[src/rtl/uart_rx_engine_if.sv]
// uart_rx_engine_if
// Receive-side handshake between the UART receive engine and its consumer.
//   rx_data  : head-of-FIFO data word, first received bit in the LSB
//   rx_perr  : parity error flag of the head entry
//   rx_ferr  : framing error flag of the head entry
//   rx_valid : FIFO holds at least one entry
//   rx_ready : consumer accepts the head entry when rx_valid is also high
// master = receive engine (producer), slave = register/APB side (consumer).
interface uart_rx_engine_if #(
  parameter int DATA_BITS = 8
);
  logic [DATA_BITS-1:0] rx_data;
  logic                 rx_perr;
  logic                 rx_ferr;
  logic                 rx_valid;
  logic                 rx_ready;

  modport master (
    output rx_data, rx_perr, rx_ferr, rx_valid,
    input  rx_ready
  );

  modport slave (
    input  rx_data, rx_perr, rx_ferr, rx_valid,
    output rx_ready
  );
endinterface

[src/rtl/uart_rx_engine.sv]
// uart_rx_engine
// Oversampling UART receiver: synchronizes RX, finds the start bit, samples
// each bit at its middle, checks optional parity and the stop bit, and
// queues {ferr, perr, data} in a small first-word-fall-through FIFO.
// Ports:
//   PCLK       : the only clock, rising edge
//   PRESETn    : synchronous reset, active HIGH despite its name
//   RX         : asynchronous serial line, idles high
//   rx_if      : master side of the receive handshake (data/flags/valid/ready)
//   rx_overrun : one-cycle pulse when a finished frame is dropped (FIFO full)
//   rx_busy    : receiver is inside a frame (FSM not idle)
module uart_rx_engine #(
  parameter int CLKS_PER_BIT = 16,
  parameter int DATA_BITS    = 8,
  parameter int PARITY_EN    = 0,
  parameter int PARITY_ODD   = 0,
  parameter int FIFO_DEPTH   = 4
) (
  input  logic              PCLK,
  input  logic              PRESETn,
  input  logic              RX,
  uart_rx_engine_if.master  rx_if,
  output logic              rx_overrun,
  output logic              rx_busy
);

  localparam int CNT_W = $clog2(CLKS_PER_BIT);
  localparam int IDX_W = $clog2(DATA_BITS);
  localparam int PTR_W = $clog2(FIFO_DEPTH);
  localparam int ENT_W = DATA_BITS + 2;

  localparam logic [CNT_W-1:0] HALF_M1  = CNT_W'(CLKS_PER_BIT / 2 - 1);
  localparam logic [CNT_W-1:0] BIT_M1   = CNT_W'(CLKS_PER_BIT - 1);
  localparam logic [IDX_W-1:0] LAST_IDX = IDX_W'(DATA_BITS - 1);
  localparam logic [PTR_W:0]   FULL_CNT = (PTR_W + 1)'(FIFO_DEPTH);
  localparam logic             PAR_ODD  = (PARITY_ODD != 0);

  typedef enum logic [2:0] {
    S_IDLE,
    S_START,
    S_DATA,
    S_PARITY,
    S_STOP,
    S_WAIT_HIGH
  } state_t;

  // Two-flop synchronizer; both stages reload to the idle level on reset.
  logic r_rx_s1, r_rx_s2;

  always_ff @(posedge PCLK) begin
    if (PRESETn) begin
      r_rx_s1 <= 1'b1;
      r_rx_s2 <= 1'b1;
    end else begin
      r_rx_s1 <= RX;
      r_rx_s2 <= r_rx_s1;
    end
  end

  state_t                 r_state, w_state_next;
  logic [CNT_W-1:0]       r_cnt, w_cnt_next;
  logic [IDX_W-1:0]       r_bit_idx, w_bit_idx_next;
  logic [DATA_BITS-1:0]   r_shift, w_shift_next;
  logic                   r_perr, w_perr_next;
  logic                   w_push;
  logic                   w_ferr;
  logic                   w_bit_end;

  assign w_bit_end = (r_cnt == BIT_M1);

  always_ff @(posedge PCLK) begin
    if (PRESETn) begin
      r_state   <= S_IDLE;
      r_cnt     <= '0;
      r_bit_idx <= '0;
      r_shift   <= '0;
      r_perr    <= 1'b0;
    end else begin
      r_state   <= w_state_next;
      r_cnt     <= w_cnt_next;
      r_bit_idx <= w_bit_idx_next;
      r_shift   <= w_shift_next;
      r_perr    <= w_perr_next;
    end
  end

  always_comb begin
    w_state_next   = r_state;
    w_cnt_next     = r_cnt;
    w_bit_idx_next = r_bit_idx;
    w_shift_next   = r_shift;
    w_perr_next    = r_perr;
    w_push         = 1'b0;
    w_ferr         = 1'b0;
    case (r_state)
      S_IDLE: begin
        if (!r_rx_s2) begin
          w_state_next = S_START;
          w_cnt_next   = '0;
          w_perr_next  = 1'b0;
        end
      end
      S_START: begin
        // Re-check the line half a bit in; a high here was only a glitch.
        if (r_cnt == HALF_M1) begin
          w_cnt_next = '0;
          if (!r_rx_s2) begin
            w_state_next   = S_DATA;
            w_bit_idx_next = '0;
          end else begin
            w_state_next = S_IDLE;
          end
        end else begin
          w_cnt_next = r_cnt + CNT_W'(1);
        end
      end
      S_DATA: begin
        if (w_bit_end) begin
          w_cnt_next              = '0;
          w_shift_next[r_bit_idx] = r_rx_s2;
          if (r_bit_idx == LAST_IDX) begin
            w_bit_idx_next = '0;
            w_state_next   = (PARITY_EN != 0) ? S_PARITY : S_STOP;
          end else begin
            w_bit_idx_next = r_bit_idx + IDX_W'(1);
          end
        end else begin
          w_cnt_next = r_cnt + CNT_W'(1);
        end
      end
      S_PARITY: begin
        if (w_bit_end) begin
          w_cnt_next   = '0;
          w_perr_next  = ((^r_shift) ^ r_rx_s2) != PAR_ODD;
          w_state_next = S_STOP;
        end else begin
          w_cnt_next = r_cnt + CNT_W'(1);
        end
      end
      S_STOP: begin
        // Leaving mid-stop-bit lets a following start bit be caught with no gap.
        if (w_bit_end) begin
          w_cnt_next   = '0;
          w_push       = 1'b1;
          w_ferr       = ~r_rx_s2;
          w_state_next = r_rx_s2 ? S_IDLE : S_WAIT_HIGH;
        end else begin
          w_cnt_next = r_cnt + CNT_W'(1);
        end
      end
      S_WAIT_HIGH: begin
        // A held-low line (break) must return high before a new frame starts.
        if (r_rx_s2) begin
          w_state_next = S_IDLE;
        end
      end
      default: begin
        w_state_next = S_IDLE;
        w_cnt_next   = '0;
      end
    endcase
  end

  assign rx_busy = (r_state != S_IDLE);

  // Receive FIFO, first word fall through.
  logic [ENT_W-1:0] r_mem [FIFO_DEPTH];
  logic [PTR_W-1:0] r_wr_ptr, r_rd_ptr;
  logic [PTR_W:0]   r_count;
  logic             r_overrun;
  logic             w_full, w_wr_en, w_rd_en, w_valid;
  logic [ENT_W-1:0] w_head;

  assign w_full  = (r_count == FULL_CNT);
  assign w_valid = (r_count != '0);
  // Full is judged on the pre-pop count, so a simultaneous pop does not save the frame.
  assign w_wr_en = w_push & ~w_full;
  assign w_rd_en = rx_if.rx_ready & w_valid;

  always_ff @(posedge PCLK) begin
    if (w_wr_en) begin
      r_mem[r_wr_ptr] <= {w_ferr, r_perr, r_shift};
    end
  end

  always_ff @(posedge PCLK) begin
    if (PRESETn) begin
      r_wr_ptr  <= '0;
      r_rd_ptr  <= '0;
      r_count   <= '0;
      r_overrun <= 1'b0;
    end else begin
      r_overrun <= w_push & w_full;
      if (w_wr_en) r_wr_ptr <= r_wr_ptr + PTR_W'(1);
      if (w_rd_en) r_rd_ptr <= r_rd_ptr + PTR_W'(1);
      r_count <= r_count + {{PTR_W{1'b0}}, w_wr_en} - {{PTR_W{1'b0}}, w_rd_en};
    end
  end

  // Outputs read as zero while empty, which also covers stale storage after reset.
  assign w_head         = w_valid ? r_mem[r_rd_ptr] : '0;
  assign rx_if.rx_data  = w_head[DATA_BITS-1:0];
  assign rx_if.rx_perr  = w_head[DATA_BITS];
  assign rx_if.rx_ferr  = w_head[DATA_BITS+1];
  assign rx_if.rx_valid = w_valid;
  assign rx_overrun     = r_overrun;

endmodule

[src/flat_wrapper.sv]
// flat-port wrapper written by rule: the top's interface ports become plain ports
module uart_rx_engine_flat 
#(
  parameter int CLKS_PER_BIT = 16,
  parameter int DATA_BITS    = 8,
  parameter int PARITY_EN    = 0,
  parameter int PARITY_ODD   = 0,
  parameter int FIFO_DEPTH   = 4
)
  (PCLK, PRESETn, RX, rx_overrun, rx_busy, rx_if_rx_data, rx_if_rx_perr, rx_if_rx_ferr, rx_if_rx_valid, rx_if_rx_ready);
  uart_rx_engine_if #(.DATA_BITS(DATA_BITS)) rx_if_i ();
  input  logic PCLK;
  input  logic PRESETn;
  input  logic RX;
  output logic rx_overrun;
  output logic rx_busy;
  output wire logic [$bits(rx_if_i.rx_data)-1:0] rx_if_rx_data;
  output wire logic [$bits(rx_if_i.rx_perr)-1:0] rx_if_rx_perr;
  output wire logic [$bits(rx_if_i.rx_ferr)-1:0] rx_if_rx_ferr;
  output wire logic [$bits(rx_if_i.rx_valid)-1:0] rx_if_rx_valid;
  input wire logic [$bits(rx_if_i.rx_ready)-1:0] rx_if_rx_ready;
  assign rx_if_rx_data = rx_if_i.rx_data;
  assign rx_if_rx_perr = rx_if_i.rx_perr;
  assign rx_if_rx_ferr = rx_if_i.rx_ferr;
  assign rx_if_rx_valid = rx_if_i.rx_valid;
  assign rx_if_i.rx_ready = rx_if_rx_ready;
  uart_rx_engine #(.CLKS_PER_BIT(CLKS_PER_BIT), .DATA_BITS(DATA_BITS), .PARITY_EN(PARITY_EN), .PARITY_ODD(PARITY_ODD), .FIFO_DEPTH(FIFO_DEPTH)) u_core (.PCLK(PCLK), .PRESETn(PRESETn), .RX(RX), .rx_if(rx_if_i), .rx_overrun(rx_overrun), .rx_busy(rx_busy));
endmodule
[config.mk]
export PLATFORM = sky130hd
export DESIGN_NAME = uart_rx_engine_flat
export DESIGN_NICKNAME = d
export VERILOG_FILES = /design/src/rtl/uart_rx_engine_if.sv /design/src/rtl/uart_rx_engine.sv /design/src/flat_wrapper.sv
export SDC_FILE = /design/constraint.sdc
export NUM_CORES = 1
export LEC_CHECK = 0
export BUFFER_PORTS_ARGS = -buffer_cell sky130_fd_sc_hd__buf_2
export CAP_MARGIN = 20
export CORE_MARGIN = 3
export CORE_UTILIZATION = 25
export CTS_CLUSTER_DIAMETER = 30
export DETAILED_ROUTE_END_ITERATION = 16
export PLACE_DENSITY = 0.37
export RECOVER_POWER = 25
export SKIP_CTS_REPAIR_TIMING = 1
export SLEW_MARGIN = 20
export SYNTH_ARGS = -nofsm -noshare
export SYNTH_HDL_FRONTEND = slang
export SYNTH_SLANG_ARGS = --single-unit
[constraint.sdc]
create_clock -name PCLK -period 3.2 [get_ports PCLK]
set_clock_uncertainty 0.2 [all_clocks]
set_input_delay 0.32 -clock PCLK [delete_from_list [all_inputs] [get_ports PCLK]]
set_output_delay 0.32 -clock PCLK [all_outputs]
set_load 0.05 [all_outputs]
==> impl_metrics.json, run 1 <==
{
  "start_kind": "register",
  "die_y_um": 120,
  "synth_area_sq_mm": 0.00325,
  "crit_type": "register to register",
  "hold_viol": 0,
  "syn_nets": 262,
  "drv_cap": 0,
  "outcome": "finished clean",
  "coreArea_sq_mm": 0.0127,
  "drtIter0Drc": 123,
  "yosys_register_bits": 71,
  "rr_endpoint": "u_core.r_count[2]",
  "root_buffer": "clkbuf_16",
  "place_congestion": 0.666,
  "cts_max_level": 3,
  "r2r_slack_ns": 0.52,
  "crit_start": "u_core.r_cnt[0]",
  "grt-ovfl-total": 0,
  "synthArstFlopShare_pct": 0,
  "rsz0062_at_grt": "no",
  "relSlewSlack_pct": 57.6,
  "wl_per_cell_um": 14.2,
  "drc_errors": 0,
  "cts_num_sinks": 71,
  "yosysMostFrequentCell": "edfxtp_1",
  "drtPass1Iterations": 4,
  "placed_area_sq_mm": 0.00354,
  "clk_pin_slew_ns": 0.06,
  "die_area_sq_mm": 0.0144,
  "final_util_pct": 30.1,
  "setup_viol": 0,
  "total_power_mw": 2.93,
  "ys_seq_area_share_pct": 56.1,
  "yosys_warnings": 0,
  "worstPathArrival_ns": 2.67,
  "wl_um": 6360,
  "synthCells": 248,
  "worst-endpoint-required_ns": 3.19,
  "fmax_mhz": 374,
  "tns_ns": 0,
  "finalCriticalPeriod_ns": 2.68,
  "synth_edf_count": 40,
  "grt_pass1_wl_um": 10500,
  "worst_ir_drop_vdd_uv": 230,
  "dr_total_vias": 1909,
  "area_growth_pct": 17.4,
  "io_pins": 17,
  "worst_pin_slew_ns": 0.636,
  "portBuffers": 16,
  "holdPathEnd": "u_core.r_rd_ptr[1]",
  "drive_gt1_share_pct": 21.5,
  "antenna_found_initial": 0,
  "p_per_area_mw_per_mm2": 767,
  "finalInstanceArea_sq_mm": 0.00381,
  "numCtsBuffers": 9,
  "num_antenna_cells": 0,
  "hold_path_depth": 4,
  "fillCellCount": 1302,
  "grt_pass1_vias": 1918,
  "r2r_cells": 9,
  "cellLeakagePower_nw": 1.37,
  "slew_violations": 0,
  "synth_top_area_cell": "edfxtp_1",
  "synth_common_cells": "edfxtp_1 (40), dfxtp_1 (31), nor2_1 (24), and2_1 (17)",
  "synth.top_cell.area_share_pct": 37.0,
  "row_count": 41,
  "num-nets-final": 284,
  "clkLatencyLatePin_ns": 0.33,
  "r2r_start": "u_core.r_cnt[0]",
  "ant_nets": 0,
  "grt_use_total_pct": 9.66,
  "cts_max_path_buffers": 2,
  "hp-class": "input pin to register",
  "initial_core_util_pct": 25.6,
  "synth_cell_types": 52,
  "end_kind": "register",
  "cts_tree": "yes",
  "ys.flop_type": "edfxtp_1",
  "synth_area_leaders": "edfxtp_1 (37%), dfxtp_1 (19%), mux4_2 (6.9%)",
  "dp_hpwl_um": 4270,
  "period_share_pct": 83.6,
  "syn_avg_cell_area_sq_um": 13.1,
  "vias_per_cell": 4.27,
  "die_w_um": 120,
  "hp-start": "rx_if_rx_ready",
  "critPathMaxFanout": 7,
  "grt_max_degree": 34
}
==> critical path, stage by stage, from the launching register on <==
cell,delay (ns)
dfxtp_1,0.36
ha_1,0.30
nand3_4,0.16
nor4b_4,0.47
ha_1,0.22
inv_1,0.05
fa_1,0.40
xor2_1,0.17
xnor2_1,0.14
nor2_1,0.05
==> layout make-up <==
| type | instances | area [sq um] | area share (%) |
|---|---|---|---|
| sequential | 71 | 1820 | 47.8 |
| multi-input combinational | 156 | 1340 | 35.0 |
| clock buffer | 10 | 229 | 6.00 |
| tap | 172 | 215 | 5.64 |
| timing repair buffer | 25 | 150 | 3.94 |
| clock inverter | 6 | 36.3 | 0.951 |
| inverter | 7 | 26.3 | 0.689 |
==> where the power goes <==
group          total (mW)  switching, mW  internal (mW)  leakage, nW
Sequential           1.05         0.0420           1.01        0.622
Combinational       0.987          0.642          0.345        0.627
Clock               0.891          0.371          0.520        0.124
==> logic make-up after synthesis <==
| logic type | share of synthesized area (%) |
|---|---|
| AOI/OAI and AO/OA | 6.01 |
| xor gates and xnor gates | 3.66 |
| adders and majority gates | 4.08 |
| buffers and inverters | 2.81 |
| DFF | 56.1 |
| muxes | 10.5 |
| and+or+nand+nor | 16.9 |
==> placed cells by master (no fill, tap or decap), types with 5 or more instances in the layout <==
cell type / count
edfxtp_1: 40
buf_2: 16
and2_1: 17
nand3b_1: 6
dfxtp_1: 31
ha_1: 9
nand4_1: 6
clkbuf_16: 9
mux2i_1: 10
inv_1: 7
mux4_2: 10
buf_4: 8
xnor2_1: 6
xor2_1: 5
o21ai_0: 5
nor2_1: 24
==> stage by stage <==
stage               worst slack [ns]  hold slack [ns]  cells
detailed placement             0.487            0.204    430
global placement               0.518            0.199    430
global route                   0.345            0.210    447
floorplan                      0.752            0.189    248
CTS                            0.474          -0.0402    446
finish                         0.524            0.196    447
==> worst max-delay path by stage <==
| stage | end | slack (ns) | cells past startpoint |
|---|---|---|---|
| floorplan | u_core.r_count[2] | 0.75 | 10 |
| global placement | u_core.r_count[2] | 0.52 | 9 |
| detailed placement | u_core.r_count[2] | 0.49 | 9 |
| CTS | u_core.r_count[2] | 0.47 | 9 |
| global route | u_core.r_count[2] | 0.35 | 9 |
| finish | u_core.r_count[2] | 0.52 | 9 |
==> metal layers <==
metal	GRT usage (%)	routed length (um)
met1	13.0	3220
met4	3.65	108
met2	14.5	2840
met5	0	0
met3	3.16	190
==> sequential cells by signal (all words and copies together), names as in the netlist, named ones only <==
register           flops
u_core.r_mem          40
u_core.r_rx_s1         1
u_core.r_rx_s2         1
u_core.r_perr          1
u_core.r_state         3
u_core.r_shift         8
u_core.r_bit_idx       3
u_core.r_rd_ptr        2
u_core.r_count         3
u_core.rx_overrun      1
u_core.r_cnt           4
u_core.r_wr_ptr        2
Note: power is estimated with default switching activity, not from simulation.
==> inputs of run 2 (changes only) <==
- PLACE_DENSITY: 0.37 -> 0.39
- clock period: 3.2 -> 2.25 ns (I/O delays scaled with it)
==> run 2 against run 1 <==
  * The flow now finishes with violations (setup timing)
  * Hold slack worse by 0.066 ns
  * Die area is the same
  * Design area grew 6.8%
  * Combinational power grew 59%
  * Sequential share of layout area is 2.9 points lower
  * Largest power group is now combinational logic
==> impl_metrics.json, run 2 (same netlist as run 1, synthesis figures left out) <==
{
  "outcome": "finished with violations",
  "violations": "setup timing",
  "crit_type": "register to register",
  "grt_pass1_wl_um": 10900,
  "end_kind": "register",
  "start_kind": "register",
  "period_share_pct": 102,
  "vias_per_cell": 4.34,
  "row_count": 41,
  "p_int_mw": 2.90,
  "die_area_sq_mm": 0.0144,
  "slew_violations": 0,
  "coreArea_sq_mm": 0.0127,
  "wl_um": 6510,
  "swShare_pct": 34.7,
  "drtPass1Iterations": 4,
  "wl_per_cell_um": 14.0,
  "grt_use_total_pct": 9.89,
  "total_power_mw": 4.44,
  "antenna_found_initial": 0,
  "place_congestion": 0.659,
  "root_buffer": "clkbuf_16",
  "cts_max_path_buffers": 2,
  "p_clk_share_pct": 31.3,
  "reg.largest.list": "u_core.r_mem x40, u_core.r_shift x8, u_core.r_cnt x4",
  "rsz0062_at_grt": "yes",
  "p_per_area_mw_per_mm2": 1090,
  "dp.cells": 446,
  "numCtsBuffers": 9,
  "hold_viol": 0,
  "worstPathArrival_ns": 2.28,
  "power_frac_comb_pct": 35.4,
  "cts_num_sinks": 71,
  "num_antenna_cells": 0,
  "portBuffers": 16,
  "die_w_um": 120,
  "grt_max_degree": 34,
  "ant_nets": 0,
  "final_common_cell": "edfxtp_1",
  "cellLeakagePower_nw": 1.48,
  "most-common-layout-cells": "edfxtp_1 (40), dfxtp_1 (27), nor2_1 (24)",
  "post-route-worst-setup-slack_ns": -0.0405,
  "worst_ir_drop_vdd_uv": 321,
  "grt-ovfl-total": 0,
  "setup_viol": 1,
  "grt_pass1_vias": 1998,
  "dr_total_vias": 2016,
  "timing.hold.ws_ns": 0.131,
  "switchingPower_mw": 1.54,
  "fin_cells": 464,
  "drv_cap": 0,
  "fmax_mhz": 437,
  "worst-endpoint-required_ns": 2.24,
  "placed_area_sq_mm": 0.00375,
  "clk_pin_slew_ns": 0.06,
  "relSlewSlack_pct": 57.6,
  "drc_errors": 0,
  "seqPwrFrac_pct": 33.3,
  "die_y_um": 120,
  "io_pins": 17,
  "finalInstanceArea_sq_mm": 0.00407,
  "area_growth_pct": 25.4,
  "final_util_pct": 32.2,
  "regMostFlops": "u_core.r_mem",
  "dp_hpwl_um": 4290,
  "finalCriticalPeriod_ns": 2.29,
  "clkLatencyLatePin_ns": 0.32,
  "initial_core_util_pct": 25.6,
  "drive_gt1_share_pct": 30.1,
  "critPathMaxFanout": 2,
  "worst_pin_slew_ns": 0.636,
  "cts_tree": "yes",
  "num-nets-final": 301,
  "cts_max_level": 3,
  "largest_register_ffs": 40,
  "drtIter0Drc": 104,
  "hp-class": "input pin to register"
}
==> run 2: routing by layer <==
metal	vias to the layer above	wire length [um]	track usage (%)
li1	996	-	-
met1	989	3040	12.4
met2	25	3190	16.2
met3	6	199	2.87
met4	0	80	3.44
met5	-	0	0
==> run 2: final cells by class <==
cell class | count | area (sq um)
Clock buffer | 11 | 233
Clock inverter | 5 | 58.8
Fill cell | 1293 | 8600
Inverter | 7 | 26.3
Multi-Input combinational cell | 156 | 1380
Sequential cell | 71 | 1830
Tap cell | 172 | 215
Timing Repair Buffer | 42 | 332
==> run 2: power groups by stage <==
stage                     registers, mW  clock network (mW)  logic, mW
after floorplan                    1.51                   0       1.18
after global placement             1.50                   0       1.55
after detailed placement           1.50                   0       1.56
after CTS                          1.47                1.43       1.57
after global routing               1.49                1.48       1.73
final                              1.48                1.39       1.57
==> run 2: path summary, 6_finish.rpt <==
kind	from	to	slack (ns)	depth (start not counted)
max	u_core.r_count[1]	u_core.r_count[2]	-0.04	10
min	rx_if_rx_ready	u_core.r_rd_ptr[1]	0.13	4
max reg2reg	u_core.r_count[1]	u_core.r_count[2]	-0.04	10
min reg2reg	u_core.r_rx_s1	u_core.r_rx_s2	0.21	1
==> run 2: worst max-delay path, cell delays in order (launching register included) <==
cell and delay, ns:
dfxtp_2 0.32, or3_4 0.37, and2_4 0.16, ha_4 0.20, inv_2 0.06, ha_4 0.12, inv_2 0.03, fa_2 0.34
xor2_1 0.18, xnor2_1 0.13, nor2_1 0.05
==> run 2: through the flow <==
stage	setup TNS, ns	worst slack (ns)
3_3_place_gp	-0.0582	-0.0582
3_5_place_dp	-0.0698	-0.0698
6_report	-0.0405	-0.0405
2_1_floorplan	-0.0531	-0.0531
5_1_grt	-0.162	-0.162
4_1_cts	-0.0808	-0.0808
==> inputs of run 3 (changes only) <==
- GPL_TIMING_DRIVEN: not set -> 0
==> run 3 against run 2 <==
  * The flow still finishes with violations (setup timing)
  * Design area decreased by 2.2%
  * Combinational power shrank 3%
  * Wire length grew 2.8%
  * Via count down 2.0%
  * Total power grew 2.7%
  * Global-route usage up 0.31 points
  * Critical endpoint unchanged
  * Largest power group unchanged
==> impl_metrics.json, run 3 (same netlist as run 1, synthesis figures left out) <==
{
  "start_kind": "register",
  "die_area_sq_mm": 0.0144,
  "drv_cap": 0,
  "place_congestion": 0.710,
  "clk_pin_slew_ns": 0.06,
  "cts_num_sinks": 71,
  "crit_family": "adder cells",
  "slew_violations": 0,
  "outcome": "finished with violations",
  "die_y_um": 120,
  "worst_ir_drop_vdd_uv": 280,
  "post-route-worst-setup-slack_ns": -0.103,
  "drtPass1Iterations": 4,
  "drive_gt1_share_pct": 29.8,
  "area_growth_pct": 22.7,
  "die_w_um": 120,
  "grt_pass1_wl_um": 11300,
  "coreArea_sq_mm": 0.0127,
  "drc_errors": 0,
  "crit_type": "register to register",
  "grt-ovfl-total": 0,
  "cellLeakagePower_nw": 1.43,
  "slowest_stage": "fa_2",
  "row_count": 41,
  "dp.cells": 436,
  "wl_per_cell_um": 14.6,
  "regMostFlops": "u_core.r_mem",
  "worst-endpoint-required_ns": 2.24,
  "vias_per_cell": 4.32,
  "multi_input_area_sq_mm": 0.00140,
  "relSlewSlack_pct": 62.8,
  "cts_max_path_buffers": 2,
  "rsz0062_at_grt": "yes",
  "num-nets-final": 294,
  "end_kind": "register",
  "dp_hpwl_um": 4530,
  "cts_tree": "yes",
  "worst_pin_slew_ns": 0.557,
  "setup_viol": 1,
  "dr_total_vias": 1976,
  "num_antenna_cells": 0,
  "fillCellCount": 1323,
  "period_share_pct": 105,
  "root_buffer": "clkbuf_16",
  "ant_nets": 0,
  "grt_use_total_pct": 10.2,
  "total_power_mw": 4.56,
  "most-common-layout-cells": "edfxtp_1 (40), dfxtp_1 (26), nor2_1 (24)",
  "path_cells": "or3_4 > and2_4 > ha_4 > inv_2 > ha_4 > inv_2 > fa_2 > xor2_2 > xnor2_1 > nor2_1",
  "antenna_found_initial": 0,
  "slowest_delay_ns": 0.39,
  "cp_num_buf_inv": 2,
  "seqCellArea_sq_mm": 0.00183,
  "drtIter0Drc": 121,
  "io_pins": 17,
  "clkLatencyLatePin_ns": 0.32,
  "reg.largest.list": "u_core.r_mem x40, u_core.r_shift x8, u_core.r_cnt x4",
  "fin_cells": 457,
  "violations": "setup timing",
  "hold_viol": 0,
  "final_common_cell": "edfxtp_1",
  "r2r_slack_ns": -0.10,
  "largest_register_ffs": 40,
  "initial_core_util_pct": 25.6,
  "grt_pass1_vias": 2102,
  "critPathMaxFanout": 3,
  "worstPathArrival_ns": 2.35,
  "hp-class": "input pin to register",
  "finalCriticalPeriod_ns": 2.35,
  "portBuffers": 16,
  "numCtsBuffers": 9,
  "wl_um": 6690,
  "cts_max_level": 3,
  "p_per_area_mw_per_mm2": 1140,
  "fmax_mhz": 425,
  "grt_max_degree": 14
}
-- run 3: tightest hold or removal path, cell delays in order --
cell,delay (ns)
buf_2,0.13
nand2b_1,0.12
o21ai_1,0.06
-- run 3: per-stage QoR --
stage	area (sq um)	TNS (ns)	hold slack (ns)	util, %	setup slack [ns]
2_1_floorplan	3290	-0.0531	0.129	-	-0.0531
3_3_place_gp	3580	-7.93	0.193	28.3	-0.339
3_5_place_dp	3580	-7.74	0.200	28.3	-0.338
4_1_cts	3910	-9.98	-0.134	30.8	-0.356
5_1_grt	3980	-0.257	0.0818	31.4	-0.255
6_report	3980	-0.103	0.0518	31.4	-0.103
-- run 3: cell type report --
cell class,instances,share of cell area [%]
multi-input combinational,156,35.1
tap,172,5.40
clock buffer,10,5.75
timing repair buffer,22,3.20
sequential,71,45.9
clock inverter,6,2.32
buffer,13,1.73
inverter,7,0.660
-- run 3: per-layer routing --
layer	track usage, %	vias up	share of wire [%]
li1	-	983	-
met1	13.1	964	46
met2	16.4	24	50
met3	3.20	5	2.9
met4	3.22	0	1.0
met5	0	-	0
-- run 3: power by group --
part           leakage, nW  switching [mW]  internal, mW
clock network        0.150           0.545         0.978
logic                0.656           0.950         0.573
registers            0.624          0.0771          1.44
-- run 3: final timing paths --
path,to,startpoint,cells after the start
setup / recovery,u_core.r_count[2],u_core.r_count[0],10
hold / removal,u_core.r_state[1],PRESETn,3
setup reg to reg,u_core.r_count[2],u_core.r_count[0],10
hold reg to reg,u_core.r_rx_s2,u_core.r_rx_s1,1
